==> config.mk <==
export PLATFORM = sky130hd
export DESIGN_NAME = hazard_stall_unit
export DESIGN_NICKNAME = d
export VERILOG_FILES = /design/src/rtl/hazard_stall_unit_pkg.sv /design/src/rtl/hazard_miss_watchdog.sv /design/src/rtl/hazard_stall_unit.sv
export SDC_FILE = /design/constraint.sdc
export NUM_CORES = 1
export LEC_CHECK = 0
export BUFFER_PORTS_ARGS = -buffer_cell sky130_fd_sc_hd__buf_2
export CAP_MARGIN = 10
export CORE_MARGIN = 2
export CORE_UTILIZATION = 52
export CTS_CLUSTER_DIAMETER = 40
export DETAILED_ROUTE_END_ITERATION = 12
export PLACE_DENSITY = 0.82
export SYNTH_ARGS = -nofsm -noshare
export SYNTH_HDL_FRONTEND = slang
export SYNTH_SLANG_ARGS = --single-unit
==> constraint.sdc <==
create_clock -name clk_i -period 3.4 [get_ports clk_i]
set_input_delay 0.68 -clock clk_i [delete_from_list [all_inputs] [get_ports clk_i]]
set_output_delay 0.68 -clock clk_i [all_outputs]
set_load 0.005 [all_outputs]
==> src/rtl/hazard_stall_unit_pkg.sv <==
// Shared definitions for the hazard stall unit and the EX forwarding unit.
package hazard_stall_unit_pkg;

    localparam int REG_ADDR_W = 5;
    localparam int PERF_W     = 32;

    typedef enum logic {
        RUN  = 1'b0,
        MISS = 1'b1
    } miss_state_e;

    typedef enum logic [1:0] {
        FWD_RF  = 2'b00,
        FWD_WB  = 2'b01,
        FWD_MEM = 2'b10
    } fwd_sel_e;

    function automatic logic [PERF_W-1:0] sat_inc(input logic [PERF_W-1:0] v);
        return (&v) ? v : v + PERF_W'(1);
    endfunction

endpackage

==> src/rtl/hazard_miss_watchdog.sv <==
// Tracks outstanding dcache misses and raises a sticky flag when one
// stalls the pipeline for MISS_TIMEOUT consecutive cycles.
module hazard_miss_watchdog
    import hazard_stall_unit_pkg::*;
#(
    parameter int MISS_TIMEOUT = 1000,
    parameter int CNT_W        = 10
) (
    input  logic clk_i,
    input  logic rst_i,
    input  logic Mem_Stall_i,
    output logic Miss_Active_o,
    output logic Timeout_o
);

    miss_state_e      state_q;
    logic [CNT_W-1:0] miss_cnt_q;
    logic             timeout_q;

    always_ff @(posedge clk_i) begin
        if (rst_i) begin
            state_q    <= RUN;
            miss_cnt_q <= '0;
            timeout_q  <= 1'b0;
        end else begin
            case (state_q)
                RUN: begin
                    if (Mem_Stall_i) begin
                        state_q    <= MISS;
                        miss_cnt_q <= CNT_W'(1);
                    end
                end
                MISS: begin
                    if (miss_cnt_q == CNT_W'(MISS_TIMEOUT))
                        timeout_q <= 1'b1;
                    if (Mem_Stall_i) begin
                        if (!(&miss_cnt_q))
                            miss_cnt_q <= miss_cnt_q + CNT_W'(1);
                    end else begin
                        state_q    <= RUN;
                        miss_cnt_q <= '0;
                    end
                end
                default: begin
                    state_q    <= RUN;
                    miss_cnt_q <= '0;
                end
            endcase
        end
    end

    assign Miss_Active_o = (state_q == MISS);
    assign Timeout_o     = timeout_q;

endmodule

==> src/rtl/hazard_stall_unit.sv <==
// Load-use bubbles, branch flushes and dcache-miss freezes for the pipeline.
// Optional perf counters are built when HAZARD_PERF_CNT_EN is defined.
module hazard_stall_unit
    import hazard_stall_unit_pkg::*;
#(
    parameter int MISS_TIMEOUT = 1000,
    parameter int CNT_W        = 10
) (
    input  logic                  clk_i,
    input  logic                  rst_i,
    input  logic [REG_ADDR_W-1:0] ID_RSaddr1_i,
    input  logic [REG_ADDR_W-1:0] ID_RSaddr2_i,
    input  logic                  ID_UseRS2_i,
    input  logic                  EX_MemRead_i,
    input  logic [REG_ADDR_W-1:0] EX_RDaddr_i,
    input  logic                  Branch_i,
    input  logic                  Mem_Stall_i,
    output logic                  PCWrite_o,
    output logic                  IFID_Write_o,
    output logic                  IFID_Flush_o,
    output logic                  NoOp_o,
    output logic                  Pipe_Stall_o,
    output logic                  Miss_Active_o,
    output logic                  Timeout_o
`ifdef HAZARD_PERF_CNT_EN
    ,
    output logic [PERF_W-1:0]     LoadUse_Cnt_o,
    output logic [PERF_W-1:0]     MissStall_Cnt_o,
    output logic [PERF_W-1:0]     Flush_Cnt_o
`endif
);

    logic load_use;

    assign load_use = EX_MemRead_i
                   && (EX_RDaddr_i != '0)
                   && ((EX_RDaddr_i == ID_RSaddr1_i)
                    || (ID_UseRS2_i && (EX_RDaddr_i == ID_RSaddr2_i)));

    // A miss freezes ID too, so a pending load-use or branch re-presents later.
    always_comb begin
        PCWrite_o    = 1'b1;
        IFID_Write_o = 1'b1;
        IFID_Flush_o = 1'b0;
        NoOp_o       = 1'b0;
        Pipe_Stall_o = 1'b0;
        if (rst_i) begin
            PCWrite_o    = 1'b0;
            IFID_Write_o = 1'b0;
            IFID_Flush_o = 1'b1;
            NoOp_o       = 1'b1;
        end else if (Mem_Stall_i) begin
            PCWrite_o    = 1'b0;
            IFID_Write_o = 1'b0;
            Pipe_Stall_o = 1'b1;
        end else if (load_use) begin
            PCWrite_o    = 1'b0;
            IFID_Write_o = 1'b0;
            NoOp_o       = 1'b1;
        end else if (Branch_i) begin
            IFID_Flush_o = 1'b1;
        end
    end

    hazard_miss_watchdog #(
        .MISS_TIMEOUT (MISS_TIMEOUT),
        .CNT_W        (CNT_W)
    ) u_watchdog (
        .clk_i         (clk_i),
        .rst_i         (rst_i),
        .Mem_Stall_i   (Mem_Stall_i),
        .Miss_Active_o (Miss_Active_o),
        .Timeout_o     (Timeout_o)
    );

`ifdef HAZARD_PERF_CNT_EN
    logic [PERF_W-1:0] lu_cnt_q;
    logic [PERF_W-1:0] ms_cnt_q;
    logic [PERF_W-1:0] fl_cnt_q;

    always_ff @(posedge clk_i) begin
        if (rst_i) begin
            lu_cnt_q <= '0;
            ms_cnt_q <= '0;
            fl_cnt_q <= '0;
        end else begin
            if (load_use && !Mem_Stall_i)
                lu_cnt_q <= sat_inc(lu_cnt_q);
            if (Mem_Stall_i)
                ms_cnt_q <= sat_inc(ms_cnt_q);
            if (IFID_Flush_o)
                fl_cnt_q <= sat_inc(fl_cnt_q);
        end
    end

    assign LoadUse_Cnt_o   = lu_cnt_q;
    assign MissStall_Cnt_o = ms_cnt_q;
    assign Flush_Cnt_o     = fl_cnt_q;
`endif

endmodule

==> summary.txt, run 1 <==
Outcome
  – Status: completed

Critical path
  – Type of origin of the critical path: input pin
  – Setup CP Type: in2out
  – CP cell instances: buf_2, or4_1, o21ai_2, inv_2, a211oi_2, buf_2
  – Critical Path RT: between 2 and 3 ns
  – Most used cell, CP: buf_2
  – Critical-path top delay cell: or4_1
  – Cell family with most CP delay: simple AND/OR/NAND/NOR gates
  – Max stage delay on crit path: between 0.5 and 0.6 ns
  – Crit. End Element: primary output
  – Data arrival, critical path: 1.93 ns
  – CP max FO: 3
  – WP buf/inv: 3

Synthesis
  – Post-synth top area share: around 29%
  – Synth Instances: approximately 100
  – Most area-hungry cell type in the Yosys netlist: dfxtp_1
  – Count leader, synth: dfxtp_1
  – Mean Syn Cell Area: around 8 sq um
  – Post-Syn Area: ~830 sq um
  – Main flop type after synthesis: dfxtp_1
  – Seq/Total Area, Yosys: around 29%
  – Synth top cells by count: 12 x dfxtp_1, 10 x nand2_1, 10 x nor2_1, 10 x xnor2_1, 6 x o21ai_0
  – Post-synth EDFFs: 0
  – Post-Syn Nets: roughly 130
  – #FFs+latches synth: 12
  – Unique masters post-synth: 41
  – Synth area leaders: dfxtp_1 29%, xnor2_1 11%, nand2_1 4.5%
  – Synth async-reset ratio: 0%
  – Yosys warning total: 0

Placed design
  – Hpwl dp: ~1500 um
  – Placed cell area: about 970 sq um
  – Gp weighted congestion: 0.784
  – Port Buffer Count: 27
  – Cell count after placement: roughly 140
  – Setup WS pre-CTS: ~0.78 ns

Global routing
  – GR Overflow Total: 0
  – Largest net degree at the start of global routing: 12
  – GRT Util Overall: ~22%
  – First-pass GRT wire length: between 3000 and 4000 um
  – Number of global-route vias before repair: 809
  – Initial antenna violation count: 0

STA
  – Final WS setup: approximately 0.79 ns
  – Worst slew margin: 49.6%
  – RSZ-0062 raised after global routing: false
  – WHS: roughly 0.47 ns
  – Worst Max-Slew Pin Slew: about 0.75 ns
  – Crit share post-route: about three quarters
  – Max Slew Vio Count: 0
  – Hold Fails Final Rpt: 0
  – Endpoints failing setup: 0
  – Setup_tns: 0 ns
  – Max Freq: ~380 MHz
  – Skew final: between 0.004 and 0.005 ns
  – Min Clock Period, post-route: 2.61 ns

Floorplanning
  – Core Region: about 1500 sq um
  – Die width: approximately 44 um
  – I/O pin cnt: 28
  – Die area: between 1500 and 2000 sq um
  – Starting density of the core: a little under three fifths
  – DIE HEIGHT: 44.0 um
  – Num rows: 14

Power
  – Gate power share: 18.9%
  – Pwr per Cell Area: 287 nW/um^2
  – Pint: about 0.21 mW
  – Pleak: around 0.38 nW
  – Clock Power Share: 29.8%
  – Power Total: 0.284 mW
  – Sw Share: between 20% and 30%
  – Maximum VDD drop: roughly 0.29 mV
  – NetSw: between 0.07 and 0.08 mW
  – Share of power burned in registers: about half

Layout
  – Ratio of cells with drive above 1 in the final layout: between 20 and 30%
  – Layout area overhead: 19.0%
  – Final layout net count: around 150
  – Finished Core Util: roughly 66%
  – Post-route cell area: roughly 990 sq um
  – Final std cells w/o fill: approximately 150
  – Diode count: 0

Detailed routing
  – Wire per inst: around 13 um
  – DR iter-0 viols: 38
  – Detail Route Antenna Nets: 0
  – Wirelength, routed: approximately 1900 um
  – Vias per Instance: 5.92
  – Residual DRC: 0
  – Drt first pass iters: 4
  – Vias: 858

Clocking
  – # hold bufs at CTS: 0
  – Post-CTS setup buffer count: 0
  – # H-tree levels: 1
  – Clock transition at path regs: ~0.070 ns
  – CTS Buf Count: 3
  – Clock sink count: 12
  – Root Driver: clkbuf_4
  – Skew-Pair Late Insertion Delay: between 0.2 and 0.3 ns
  – CTS max path bufs: 2
  – Post-CTS resize count: 0
  – CTS tree: built

Min path
  – Hold Crit Class: reg2reg

Run
  – Max_cap viols: 0
registers in the layout, summed over array words and instances (netlist names):
signal / cells
u_watchdog.Miss_Active_o: 1
u_watchdog.Timeout_o: 1
u_watchdog.miss_cnt_q: 10
area by class of cell:
| type | count | area (sq um) |
|---|---|---|
| Clock buffer | 3 | 22.5 |
| Multi-Input combinational cell | 81 | 548 |
| Inverter | 6 | 22.5 |
| Sequential cell | 12 | 240 |
| Timing Repair Buffer | 27 | 135 |
| Tap cell | 16 | 20.0 |
| Fill cell | 131 | 518 |
cell usage in the layout, fill, tap and decap left out, types with 3 or more instances in the layout:
| cell type | n |
|---|---|
| nand3_1 | 4 |
| dfxtp_1 | 12 |
| a21oi_1 | 5 |
| nand2_1 | 10 |
| xnor2_1 | 10 |
| a31oi_1 | 4 |
| inv_1 | 5 |
| buf_2 | 27 |
| o21ai_0 | 6 |
| nor2_1 | 10 |
| clkbuf_4 | 3 |
tightest hold or removal path, delay by kind of cell (launching register included):
kind | cells | cell delay (ns)
AOI/OAI and AO/OA | 1 | 0.04
DFF | 1 | 0.33
and+or+nand+nor | 1 | 0.07
cells by family (layout without fill, tap and decap cells):
family,after synthesis,count (layout),synth area share [%]
AO/OA/AOI/OAI,29,29,24.2
flip-flops,12,12,28.9
XOR/XNOR,10,10,10.5
AND/OR/NAND/NOR,40,40,28.2
adder cells (fa/ha/maj),2,2,3.01
buffers and inverters,10,36,5.12
final timing paths:
path	start	end	slack (ns)	depth (start not counted)
max reg2reg	u_watchdog.Miss_Active_o	u_watchdog.miss_cnt_q[9]	1.65	3
min	u_watchdog.Timeout_o	u_watchdog.Timeout_o	0.47	2
max	EX_RDaddr_i[1]	IFID_Write_o	0.79	6
min reg2reg	u_watchdog.Timeout_o	u_watchdog.Timeout_o	0.47	2
power by group through the flow:
stage	registers (mW)	logic [mW]	clock network, mW
2_1_floorplan	0.148	0.0313	0
3_3_place_gp	0.148	0.0522	0
3_5_place_dp	0.149	0.0538	0
4_1_cts	0.145	0.0540	0.0883
5_1_grt	0.146	0.0600	0.0947
6_report	0.145	0.0538	0.0847
layer usage:
| layer | vias to the layer above | routed length [um] | GRT usage [%] |
|---|---|---|---|
| met5 | - | 0 | 0 |
| met4 | 0 | 0 | 6.06 |
| met3 | 0 | 123 | 9.17 |
| met2 | 31 | 983 | 37.9 |
| met1 | 392 | 798 | 24.8 |
| li1 | 435 | - | - |
Power figures use the tool's default switching activity.
==> run 2, diff against run 1 <==
CORE_UTILIZATION = 48   (was 52)
PLACE_DENSITY = 0.77   (was 0.82)
clock period = 2.6 ns   (was 3.4 ns; I/O delays follow)
==> run 2 against run 1 <==
  * Count of clock-buffer cells in the layout up 1
  * Via count up 1.5%
  * Critical endpoint unchanged
  * First-iteration DRC count down 55%
  * Highest routed layer is now met4
  * Sequential power up 31%
  * Register-to-register slack worse by 0.62 ns
  * Sequential cell count unchanged
  * Final area up 2.3%
==> summary.txt, run 2 (synthesis gave the netlist of run 1 again) <==
Outcome
  – Status: completed (unchanged)

Floorplanning
  – Die area: 2080 sq um (was 1930 sq um)
  – Die width: 45.6 um (was 44.0 um)
  – I/O pin cnt: 28 (unchanged)
  – Num rows: 15 (was 14)
  – DIE HEIGHT: 45.6 um (was 44.0 um)
  – Core Region: 1670 sq um (was 1510 sq um)
  – Starting density of the core: 49.7% (was 55.1%)

Min path
  – Cells on Worst Hold Path: 2 (unchanged)
  – Hold Crit Class: reg2reg (unchanged)

Clocking
  – Post-CTS setup buffer count: 0 (unchanged)
  – Root Driver: clkbuf_4 (unchanged)
  – CTS tree: built (unchanged)
  – CTS max path bufs: 2 (unchanged)
  – Skew-Pair Late Insertion Delay: 0.27 ns (about the same)
  – Clock sink count: 12 (unchanged)
  – Post-CTS resize count: 0 (unchanged)
  – CTS Buf Count: 3 (unchanged)
  – # H-tree levels: 1 (unchanged)
  – # hold bufs at CTS: 0 (unchanged)
  – Clock transition at path regs: 0.08 ns (was 0.07 ns)

STA
  – Skew final: 0.00213 ns (was 0.00432 ns)
  – Min Clock Period, post-route: 2.30 ns
  – Worst Max-Slew Pin Slew: 0.466 ns (was 0.753 ns)
  – Endpoints failing setup: 0 (unchanged)
  – Hold Fails Final Rpt: 0 (unchanged)
  – Crit share post-route: roughly 90%
  – Max Slew Vio Count: 0 (unchanged)
  – Setup_tns: 0 ns (unchanged)
  – Worst slew margin: 68.6% (was 49.6%)
  – Max Freq: ~430 MHz
  – RSZ-0062 raised after global routing: false (unchanged)

Placed design
  – Placed cell area: 975 sq um (was 966 sq um)
  – Port Buffer Count: 27 (unchanged)
  – Gp weighted congestion: 0.814 (was 0.784)
  – Hpwl dp: 1420 um (was 1520 um)

Power
  – Pwr per Cell Area: 409 nW/um^2 (was 287 nW/um^2)
  – Pleak: 0.393 nW (was 0.381 nW)
  – Maximum VDD drop: 0.183 mV (was 0.288 mV)

Layout
  – Most flop-heavy register: u_watchdog.miss_cnt_q (unchanged)
  – Layout area overhead: 21.7% (was 19.0%)
  – Post-route cell area: 1010 sq um (was 988 sq um)
  – Ratio of cells with drive above 1 in the final layout: 30.5% (was 29.5%)
  – Most frequent cells in the layout: 27 x buf_2, 12 x dfxtp_1, 10 x nor2_1, 10 x xnor2_1, 10 x nand2_1 (unchanged)
  – Final layout net count: 155 (was 154)
  – Fill count: 156 (was 131)
  – Diode count: 0 (unchanged)
  – Largest register FFs: 10 (unchanged)
  – Commonest non-fill, non-tap cell in the layout: buf_2 (unchanged)

Detailed routing
  – Wirelength, routed: 1840 um (was 1910 um)
  – Vias per Instance: 5.89 (was 5.92)
  – Vias: 871 (was 858)
  – Wire per inst: 12.4 um (was 13.1 um)
  – Drt first pass iters: 5 (was 4)
  – Detail Route Antenna Nets: 0 (unchanged)
  – Residual DRC: 0 (unchanged)
  – DR iter-0 viols: 17 (was 38)

Critical path
  – Crit path depth: 6 (unchanged)
  – Cell family with most CP delay: simple AND/OR/NAND/NOR gates (unchanged)
  – Crit. End Element: primary output (unchanged)
  – WP buf/inv: 3 (unchanged)
  – CP max FO: 3 (unchanged)
  – Data arrival, critical path: 1.78 ns (was 1.93 ns)
  – Most used cell, CP: buf_2 (unchanged)
  – CP cell instances: buf_2, or4_1, o21ai_2, inv_2, a211oi_2, buf_2 (unchanged)
  – Type of origin of the critical path: input pin (unchanged)
  – Max stage delay on crit path: 0.54 ns (was 0.55 ns)
  – Setup CP Type: in2out (unchanged)
  – Critical-path top delay cell: or4_1 (unchanged)
  – Critical Path RT: 2.08 ns (was 2.72 ns)
  – R2R depth: 5 (was 3)

Global routing
  – Number of global-route vias before repair: 776 (was 809)
  – GR Overflow Total: 0 (unchanged)
  – Initial antenna violation count: 0 (unchanged)
  – Largest net degree at the start of global routing: 12 (unchanged)
  – First-pass GRT wire length: 3220 um (was 3190 um)
  – GRT Util Overall: 21.0% (was 22.0%)

Run
  – Max_cap viols: 0 (unchanged)
-- run 2: cell types whose count changed in the layout (fill, tap and decap cells not counted), sizes merged --
cell and change:
clkbuf +1, buf +1
-- run 2: final cells by class --
| cell class | count | area (sq um) | share of cell area (%) |
|---|---|---|---|
| multi-input combinational | 81 | 548 | 54.2 |
| timing repair buffer | 28 | 143 | 14.1 |
| sequential | 12 | 240 | 23.8 |
| tap | 17 | 21.3 | 2.10 |
| inverter | 6 | 22.5 | 2.23 |
| clock buffer | 4 | 36.3 | 3.59 |
-- run 2: final timing paths --
check,startpoint,endpoint,slack (ns)
max,EX_RDaddr_i[1],IFID_Write_o,0.30
min,u_watchdog.Timeout_o,u_watchdog.Timeout_o,0.48
max reg2reg,u_watchdog.miss_cnt_q[0],u_watchdog.miss_cnt_q[0],1.03
min reg2reg,u_watchdog.Timeout_o,u_watchdog.Timeout_o,0.48
-- run 2: through the flow --
| stage | worst slack [ns] | power, mW | hold slack, ns | std cells | utilization (%) |
|---|---|---|---|---|---|
| final | 0.299 | 0.414 | 0.477 | 148 | 60.5 |
| after global routing | 0.207 | 0.432 | 0.560 | 148 | 60.5 |
| after CTS | 0.291 | 0.418 | 0.489 | 148 | 60.5 |
| after detailed placement | 0.292 | 0.266 | 0.465 | 144 | 58.4 |
| after global placement | 0.329 | 0.263 | 0.455 | 144 | 58.4 |
| after floorplan | 0.435 | 0.234 | 0.465 | 103 | - |
-- run 2: tightest hold or removal path, delay by kind of cell (launching register included) --
kind | cells | cell delay [ns]
flops | 1 | 0.33
compound gates | 1 | 0.05
simple gates | 1 | 0.07
-- run 2: layer usage --
metal | wire [um] | track usage, %
met4 | 49 | 11.8
met3 | 127 | 3.17
met2 | 861 | 33.8
met5 | 0 | 0
met1 | 797 | 26.4
-- run 2: where the power goes --
group          leakage, nW  total [mW]  internal [mW]  switching [mW]
clock network       0.0210       0.152         0.0851          0.0671
registers           0.0972       0.190          0.186         0.00349
logic                0.275      0.0718         0.0357          0.0361
